==> config.mk <==
export PLATFORM = sky130hd
export DESIGN_NAME = tlb_lookup_arbiter
export DESIGN_NICKNAME = d
export VERILOG_FILES = /design/src/rtl/tlb_lookup_arbiter_pkg.sv /design/src/rtl/tlb_lookup_arbiter_group_match.sv /design/src/rtl/tlb_lookup_arbiter.sv
export SDC_FILE = /design/constraint.sdc
export NUM_CORES = 1
export LEC_CHECK = 0
export ABC_AREA = 1
export ABC_CLOCK_PERIOD_IN_PS = 2450
export CELL_PAD_IN_SITES_DETAIL_PLACEMENT = 1
export CELL_PAD_IN_SITES_GLOBAL_PLACEMENT = 1
export CORE_AREA = 2 2 292 294
export CTS_BUF_LIST = sky130_fd_sc_hd__clkbuf_4 sky130_fd_sc_hd__clkbuf_8
export DETAILED_ROUTE_END_ITERATION = 12
export DIE_AREA = 0 0 294 296
export PLACE_DENSITY_LB_ADDON = 0.08
export REMOVE_ABC_BUFFERS = 1
export SLEW_MARGIN = 25
export SYNTH_ARGS = -nofsm -noshare
export SYNTH_HDL_FRONTEND = slang
export SYNTH_SLANG_ARGS = --single-unit
==> constraint.sdc <==
create_clock -name clock -period 2.45 [get_ports clock]
set_clock_uncertainty 0.1 [all_clocks]
set_input_delay 0.245 -clock clock [delete_from_list [all_inputs] [get_ports clock]]
set_output_delay 0.245 -clock clock [all_outputs]
set_load 0.005 [all_outputs]
==> src/rtl/tlb_lookup_arbiter_pkg.sv <==
// Shared TLB types: joint-TLB entry layout, page-size codes, arbiter FSM state.
package tlb_lookup_arbiter_pkg;

    localparam logic [1:0] PS4K  = 2'd0;
    localparam logic [1:0] PS16K = 2'd1;
    localparam logic [1:0] PS64K = 2'd2;

    typedef struct packed {
        logic [18:0] vpn2;
        logic [7:0]  asid;
        logic        g;
        logic [1:0]  ps;
    } tlb_tag_t;

    typedef struct packed {
        tlb_tag_t    tag;
        logic [19:0] pfn0;
        logic [4:0]  flags0;   // {c[2:0], d, v}
        logic [19:0] pfn1;
        logic [4:0]  flags1;
    } TLBEntry;

    typedef enum logic [1:0] {
        ST_IDLE,
        ST_SCAN,
        ST_WRITE
    } arb_state_t;

    typedef enum logic {
        REQ_I = 1'b0,
        REQ_D = 1'b1
    } req_sel_t;

    // Larger pages cover more VPN2 values, so their low VPN2 bits are don't-care.
    function automatic logic [18:0] vpn2_mask(input logic [1:0] ps);
        case (ps)
            PS16K:   return 19'h7FFFC;
            PS64K:   return 19'h7FFF0;
            default: return 19'h7FFFF;
        endcase
    endfunction

endpackage

==> src/rtl/tlb_lookup_arbiter_group_match.sv <==
// Combinational tag compare of one entry group; reports the lowest matching slot.
module tlb_group_match
    import tlb_lookup_arbiter_pkg::*;
#(
    parameter  int GROUP_SIZE = 4,
    localparam int SLOT_W     = (GROUP_SIZE > 1) ? $clog2(GROUP_SIZE) : 1
) (
    input  tlb_tag_t [GROUP_SIZE-1:0] i_tags,
    input  logic [18:0]               i_vpn2,
    input  logic [7:0]                i_asid,
    output logic                      o_hit,
    output logic [SLOT_W-1:0]         o_slot
);

    logic [GROUP_SIZE-1:0] w_match;

    always_comb begin
        w_match = '0;
        for (int k = 0; k < GROUP_SIZE; k++) begin
            w_match[k] = (((i_tags[k].vpn2 ^ i_vpn2) & vpn2_mask(i_tags[k].ps)) == 19'd0)
                         && (i_tags[k].g || (i_tags[k].asid == i_asid));
        end
    end

    // Scan downward so the lowest matching slot is the last one written.
    always_comb begin
        o_hit  = 1'b0;
        o_slot = '0;
        for (int k = GROUP_SIZE - 1; k >= 0; k--) begin
            if (w_match[k]) begin
                o_hit  = 1'b1;
                o_slot = SLOT_W'(k);
            end
        end
    end

endmodule

==> src/rtl/tlb_lookup_arbiter.sv <==
// Arbitrates i/d fast-TLB refill lookups and CP0 writes onto the shared joint-TLB array,
// scanning one group of entries per cycle.
module tlb_lookup_arbiter
    import tlb_lookup_arbiter_pkg::*;
#(
    parameter  int ENTRIES    = 64,
    parameter  int GROUP_SIZE = 4,
    localparam int GROUPS     = ENTRIES / GROUP_SIZE,
    localparam int IDX_W      = $clog2(ENTRIES),
    localparam int GRP_W      = $clog2(GROUPS),
    localparam int SLOT_W     = (GROUP_SIZE > 1) ? $clog2(GROUP_SIZE) : 1
) (
    input  logic                      clock,
    input  logic                      reset,
    input  logic                      i_i_valid,
    input  logic [18:0]               i_i_vpn2,
    input  logic [7:0]                i_i_asid,
    output logic                      o_i_ready,
    output logic                      o_i_miss,
    output logic [IDX_W-1:0]          o_i_index,
    output TLBEntry                   o_i_resp,
    input  logic                      i_d_valid,
    input  logic [18:0]               i_d_vpn2,
    input  logic [7:0]                i_d_asid,
    output logic                      o_d_ready,
    output logic                      o_d_miss,
    output logic [IDX_W-1:0]          o_d_index,
    output TLBEntry                   o_d_resp,
    input  logic                      i_cw_req,
    input  logic [IDX_W-1:0]          i_cw_index,
    input  TLBEntry                   i_cw_entry,
    output logic                      o_cw_ack,
    output logic [GRP_W-1:0]          o_g_addr,
    input  TLBEntry [GROUP_SIZE-1:0]  i_g_rdata,
    output logic                      o_a_we,
    output logic [IDX_W-1:0]          o_a_windex,
    output TLBEntry                   o_a_wdata,
    output logic                      o_w_valid,
    output logic [IDX_W-1:0]          o_w_index
);

    arb_state_t  r_state, w_state_nxt;
    req_sel_t    r_owner, r_rr_ptr, w_grant_sel;
    logic [GRP_W-1:0] r_group;
    logic [18:0] r_vpn2, w_owner_vpn2, w_grant_vpn2;
    logic [7:0]  r_asid, w_owner_asid, w_grant_asid;
    logic [IDX_W-1:0] r_cw_index, r_hit_index, w_hit_index;
    TLBEntry     r_cw_entry, r_hit_entry;
    logic        r_i_ready, r_d_ready, r_i_miss, r_d_miss;
    logic        w_owner_valid, w_owner_same;
    logic        w_grant, w_write_go, w_hit_go, w_miss_go;
    logic        w_hit;
    logic [SLOT_W-1:0] w_slot;
    tlb_tag_t [GROUP_SIZE-1:0] w_tags;

    always_comb begin
        for (int k = 0; k < GROUP_SIZE; k++) w_tags[k] = i_g_rdata[k].tag;
    end

    tlb_group_match #(.GROUP_SIZE(GROUP_SIZE)) u_match (
        .i_tags (w_tags),
        .i_vpn2 (r_vpn2),
        .i_asid (r_asid),
        .o_hit  (w_hit),
        .o_slot (w_slot)
    );

    assign w_owner_valid = (r_owner == REQ_D) ? i_d_valid : i_i_valid;
    assign w_owner_vpn2  = (r_owner == REQ_D) ? i_d_vpn2  : i_i_vpn2;
    assign w_owner_asid  = (r_owner == REQ_D) ? i_d_asid  : i_i_asid;
    // A requester that withdraws or changes its lookup mid-scan loses the slot.
    assign w_owner_same  = w_owner_valid && (w_owner_vpn2 == r_vpn2) && (w_owner_asid == r_asid);

    assign w_grant_sel   = (i_i_valid && i_d_valid) ? r_rr_ptr : (i_i_valid ? REQ_I : REQ_D);
    assign w_grant_vpn2  = (w_grant_sel == REQ_D) ? i_d_vpn2 : i_i_vpn2;
    assign w_grant_asid  = (w_grant_sel == REQ_D) ? i_d_asid : i_i_asid;
    assign w_hit_index   = IDX_W'(r_group) * IDX_W'(GROUP_SIZE) + IDX_W'(w_slot);

    always_ff @(posedge clock) begin
        if (reset) r_state <= ST_IDLE;
        else       r_state <= w_state_nxt;
    end

    always_comb begin
        w_state_nxt = r_state;
        w_grant     = 1'b0;
        w_write_go  = 1'b0;
        w_hit_go    = 1'b0;
        w_miss_go   = 1'b0;
        o_g_addr    = '0;
        o_a_we      = 1'b0;
        o_a_windex  = '0;
        o_a_wdata   = '0;
        o_w_valid   = 1'b0;
        o_w_index   = '0;
        o_cw_ack    = 1'b0;
        case (r_state)
            ST_IDLE: begin
                if (i_cw_req) begin
                    w_state_nxt = ST_WRITE;
                    w_write_go  = 1'b1;
                end else if (i_i_valid || i_d_valid) begin
                    w_state_nxt = ST_SCAN;
                    w_grant     = 1'b1;
                end
            end
            ST_SCAN: begin
                o_g_addr = r_group;
                if (i_cw_req) begin
                    w_state_nxt = ST_WRITE;
                    w_write_go  = 1'b1;
                end else if (!w_owner_same) begin
                    w_state_nxt = ST_IDLE;
                end else if (w_hit) begin
                    w_state_nxt = ST_IDLE;
                    w_hit_go    = 1'b1;
                end else if (r_group == GRP_W'(GROUPS - 1)) begin
                    w_state_nxt = ST_IDLE;
                    w_miss_go   = 1'b1;
                end
            end
            ST_WRITE: begin
                o_a_we      = 1'b1;
                o_a_windex  = r_cw_index;
                o_a_wdata   = r_cw_entry;
                o_w_valid   = 1'b1;
                o_w_index   = r_cw_index;
                o_cw_ack    = 1'b1;
                w_state_nxt = ST_IDLE;
            end
            default: w_state_nxt = ST_IDLE;
        endcase
    end

    always_ff @(posedge clock) begin
        if (reset) begin
            r_owner     <= REQ_I;
            r_rr_ptr    <= REQ_I;
            r_group     <= '0;
            r_vpn2      <= '0;
            r_asid      <= '0;
            r_cw_index  <= '0;
            r_cw_entry  <= '0;
            r_hit_index <= '0;
            r_hit_entry <= '0;
            r_i_ready   <= 1'b0;
            r_d_ready   <= 1'b0;
            r_i_miss    <= 1'b0;
            r_d_miss    <= 1'b0;
        end else begin
            r_i_ready   <= w_hit_go  && (r_owner == REQ_I);
            r_d_ready   <= w_hit_go  && (r_owner == REQ_D);
            r_i_miss    <= w_miss_go && (r_owner == REQ_I);
            r_d_miss    <= w_miss_go && (r_owner == REQ_D);
            r_hit_index <= w_hit_go ? w_hit_index : '0;
            r_hit_entry <= w_hit_go ? i_g_rdata[w_slot] : '0;
            r_group     <= (r_state == ST_SCAN && w_state_nxt == ST_SCAN) ? r_group + GRP_W'(1) : '0;
            if (w_grant) begin
                r_owner  <= w_grant_sel;
                r_rr_ptr <= (w_grant_sel == REQ_I) ? REQ_D : REQ_I;
                r_vpn2   <= w_grant_vpn2;
                r_asid   <= w_grant_asid;
            end
            if (w_write_go) begin
                r_cw_index <= i_cw_index;
                r_cw_entry <= i_cw_entry;
            end
        end
    end

    assign o_i_ready = r_i_ready;
    assign o_d_ready = r_d_ready;
    assign o_i_miss  = r_i_miss;
    assign o_d_miss  = r_d_miss;
    assign o_i_index = r_i_ready ? r_hit_index : '0;
    assign o_d_index = r_d_ready ? r_hit_index : '0;
    assign o_i_resp  = r_i_ready ? r_hit_entry : '0;
    assign o_d_resp  = r_d_ready ? r_hit_entry : '0;

endmodule

==> results.md <==
* Status: finished with violations
* Failing checks: setup timing
* Global-route wire length before repair at ~140 mm
* Critical path's slowest cell: dfxtp_4
* Crit path launch: r_owner
* Worst Hold Launch: i_cw_entry[73]
* Vias per inst at 4.22
* Largest area contributor in the netlist: dfxtp_1
* DPL Wire Length at ~72 mm
* Critical path type: register to register
* WP buf/inv at 6
* Fin worst setup slack at -0.208 ns
* Vias in the first global route at 20700
* FMAX at 376 MHz
* Cell Chain, Critical Path: buf_6, buf_6, nand2_1, nand2_1, nand2_2, nand4_1, nor2_1, nand3_2, nor3b_4, buf_6, o21ai_4, buf_12, buf_12, buf_16, a21oi_2
* Yosys warns at 0
* Clock sink total at 211
* Synth Cell Area at 14900 µm²
* Drt pass-1 iters at 5
* Period utilization at 108%
* Final Power at around 11 mW
* Final layout net count at 3851
* Die Area at 87000 µm²
* Worst path arrival time at between 3 and 4 ns
* Synth area leaders: dfxtp_1, nand2_1, inv_1
* Overflow after GRT at 0
* Initial antenna violation count at 47
* Core Area at 84200 µm²
* Worst path top cell family by delay: simple AND/OR/NAND/NOR gates
* Top-area cell type share of the netlist area at between 20 and 30%
* Die Ht at 296 µm
* Lkg Pwr at 13.7 nW
* Vias after detailed routing at around 19000
* Critical path endpoint category: register
* CP max FO at 7
* Die width at between 200 and 300 µm
* Netlist cell types at 37
* Hold Fails Final Rpt at 0
* Post-route DRC at 0
* CTS tree: done
* Post-DR wirelength/cell at 21.2 µm
* Avg Cell Area, Syn at between 5 and 6 µm²
* GPL Wtd Cong at 0.820
* Dpl cell area at about 24000 µm²
* Clock slew at reported path FFs at 0.06 ns
* Clock root cell: clkbuf_8
* Max clock buf depth at 3
* Syn-to-layout area delta at 82.6%
* Share of cells above drive strength 1 at 14.1%
* Cell area after layout at roughly 27000 µm²
* Htree depth at 2
* IO Pins at 740
* Setup violations, final at 90
* Initial Util at 17.6%
* Pwr per Cell Area at 398 nW/µm²
* Critical Path RT at ~3 ns
* #FFs+latches synth at 211
* Number of max-cap violations at 0
* Max stage delay on crit path at 0.38 ns
* Iteration-0 DRC Markers at 583
* Cells after synthesis at 2530
* Worst slew pin tran at 0.515 ns
* Drt total wl at 96.0 mm
* Max_slew headroom at 65.7%
* CTS Buf Count at 51
* Unrepaired setup endpoints after global routing: true
* Global router's overall resource usage at 21.3%
* Worst path most repeated cell: buf_6
* Final Slew Violations at 0
* Pre-CTS WS at -0.538 ns
* Sequential area share after synthesis at 28.4%
* Largest net degree at the start of global routing at 83
* Maximum VDD drop at 321 µV
* CP Launch Type: register
* Clk_lat worst skew at about 0.64 ns
* Tmin final at 2.66 ns
* # port buffers at 739
* Worst min path class: input pin to register
* Critical R2R Launch: r_owner
* Row Count at around 110
* DRT antenna net count at 0
[stage by stage]
step / util, % / cells / hold slack (ns) / setup TNS [ns]
6_report: 32.2 / 4529 / 0.0733 / -11.45
5_1_grt: 32.2 / 4527 / 0.0375 / -26.21
4_1_cts: 31.9 / 4502 / 0.000751 / -13.89
3_5_place_dp: 29.1 / 4349 / 0.356 / -44.78
3_3_place_gp: 29.1 / 4349 / 0.351 / -41.17
2_1_floorplan: - / 2345 / 0.214 / -533.05
[kinds of logic after synthesis]
group           share of synthesized area [%]
compound gates                           9.88
fa+ha+maj                               0.421
flops                                    28.4
buf+inv                                  19.7
xor+xnor                                 4.42
simple gates                             37.2
[flip-flops by register name, indices dropped and copies added, names as in the netlist]
register / flops
o_i_ready: 1
r_hit_index: 6
r_vpn2: 19
r_rr_ptr: 1
o_i_miss: 1
r_state: 2
r_cw_entry: 80
o_d_ready: 1
r_group: 4
r_cw_index: 6
o_d_miss: 1
r_hit_entry: 80
r_owner: 1
r_asid: 8
[cells in the mapped netlist]
cell,count
a211oi_1,87
a21oi_1,54
a21oi_2,30
a31oi_1,27
buf_1,20
buf_2,51
buf_4,9
buf_6,7
clkbuf_1,91
clkbuf_2,7
dfxtp_1,211
ha_1,5
inv_1,549
inv_2,2
inv_4,1
nand2_1,668
nand2_2,2
nand3_1,270
nand3_2,1
nand3b_1,75
nand4_1,12
nor2_1,243
nor2_2,1
nor3_1,4
nor3b_2,1
nor4_1,2
o211ai_1,1
o21ai_0,11
o21ai_1,1
o21ai_2,2
o21bai_1,2
o22ai_1,2
or2_0,3
or2_1,1
or2_2,2
xnor2_1,39
xor2_1,36
[repair_timing]
item,in CTS,in global routing
hold buffers,10,0
endpoints found under the setup margin,333,126
setup buffers,40,1
pin swaps,5,14
resized for setup,241,62
gates cloned,16,1
hold endpoints to repair,13,0
[worst paths after layout]
kind | end | slack (ns) | cells after the start
setup / recovery | r_hit_entry[57] | -0.21 | 15
hold / removal | r_cw_entry[73] | 0.07 | 3
setup reg to reg | r_hit_entry[57] | -0.21 | 15
hold reg to reg | r_cw_entry[61] | 0.36 | 2
[cell usage in the layout, fill, tap and decap left out, drive strengths merged, types with 4 or more instances in the layout]
master         count
a211oi            87
a21oi             84
a31oi             27
buf              231
clkbuf            87
clkdlybuf4s50    613
dfxtp            211
diode             24
dlygate4sd2      104
dlygate4sd3       10
dlymetal6s2s      18
ha                 5
inv              556
nand2            670
nand3            271
nand3b            75
nand4             12
nor2             244
nor3               4
o21ai             14
or2                6
xnor2             39
xor2              36
[final cells by class]
class	count	area, µm²
Timing Repair inverter	2	12.5
Multi-Input combinational cell	1582	8170
Clock inverter	3	41.3
Inverter	552	2090
Sequential cell	211	4260
Tap cell	1090	1360
Timing Repair Buffer	981	10100
Fill cell	10400	57100
Clock buffer	84	1020
Antenna cell	24	60.1
[report_power, final]
part	total [mW]	switching (mW)	internal, mW
clock network	4.63	2.02	2.61
registers	3.68	0.0935	3.58
logic	2.48	1.12	1.36
[worst min-delay path, cell delays in order]
cell and delay, ns:
clkdlybuf4s50_1 0.40, nor2_1 0.10, a211oi_1 0.05
[per-layer routing]
layer	part of all wire (%)	GRT usage, %	routed length (µm)	vias to the layer above
met5	0.31	0	299	-
met4	3.0	7.63	2900	46
met3	6.5	5.88	6200	162
met2	50	38.4	48400	523
met1	40	23.9	38200	9014
li1	-	-	-	9360
Power figures use the tool's default switching activity.
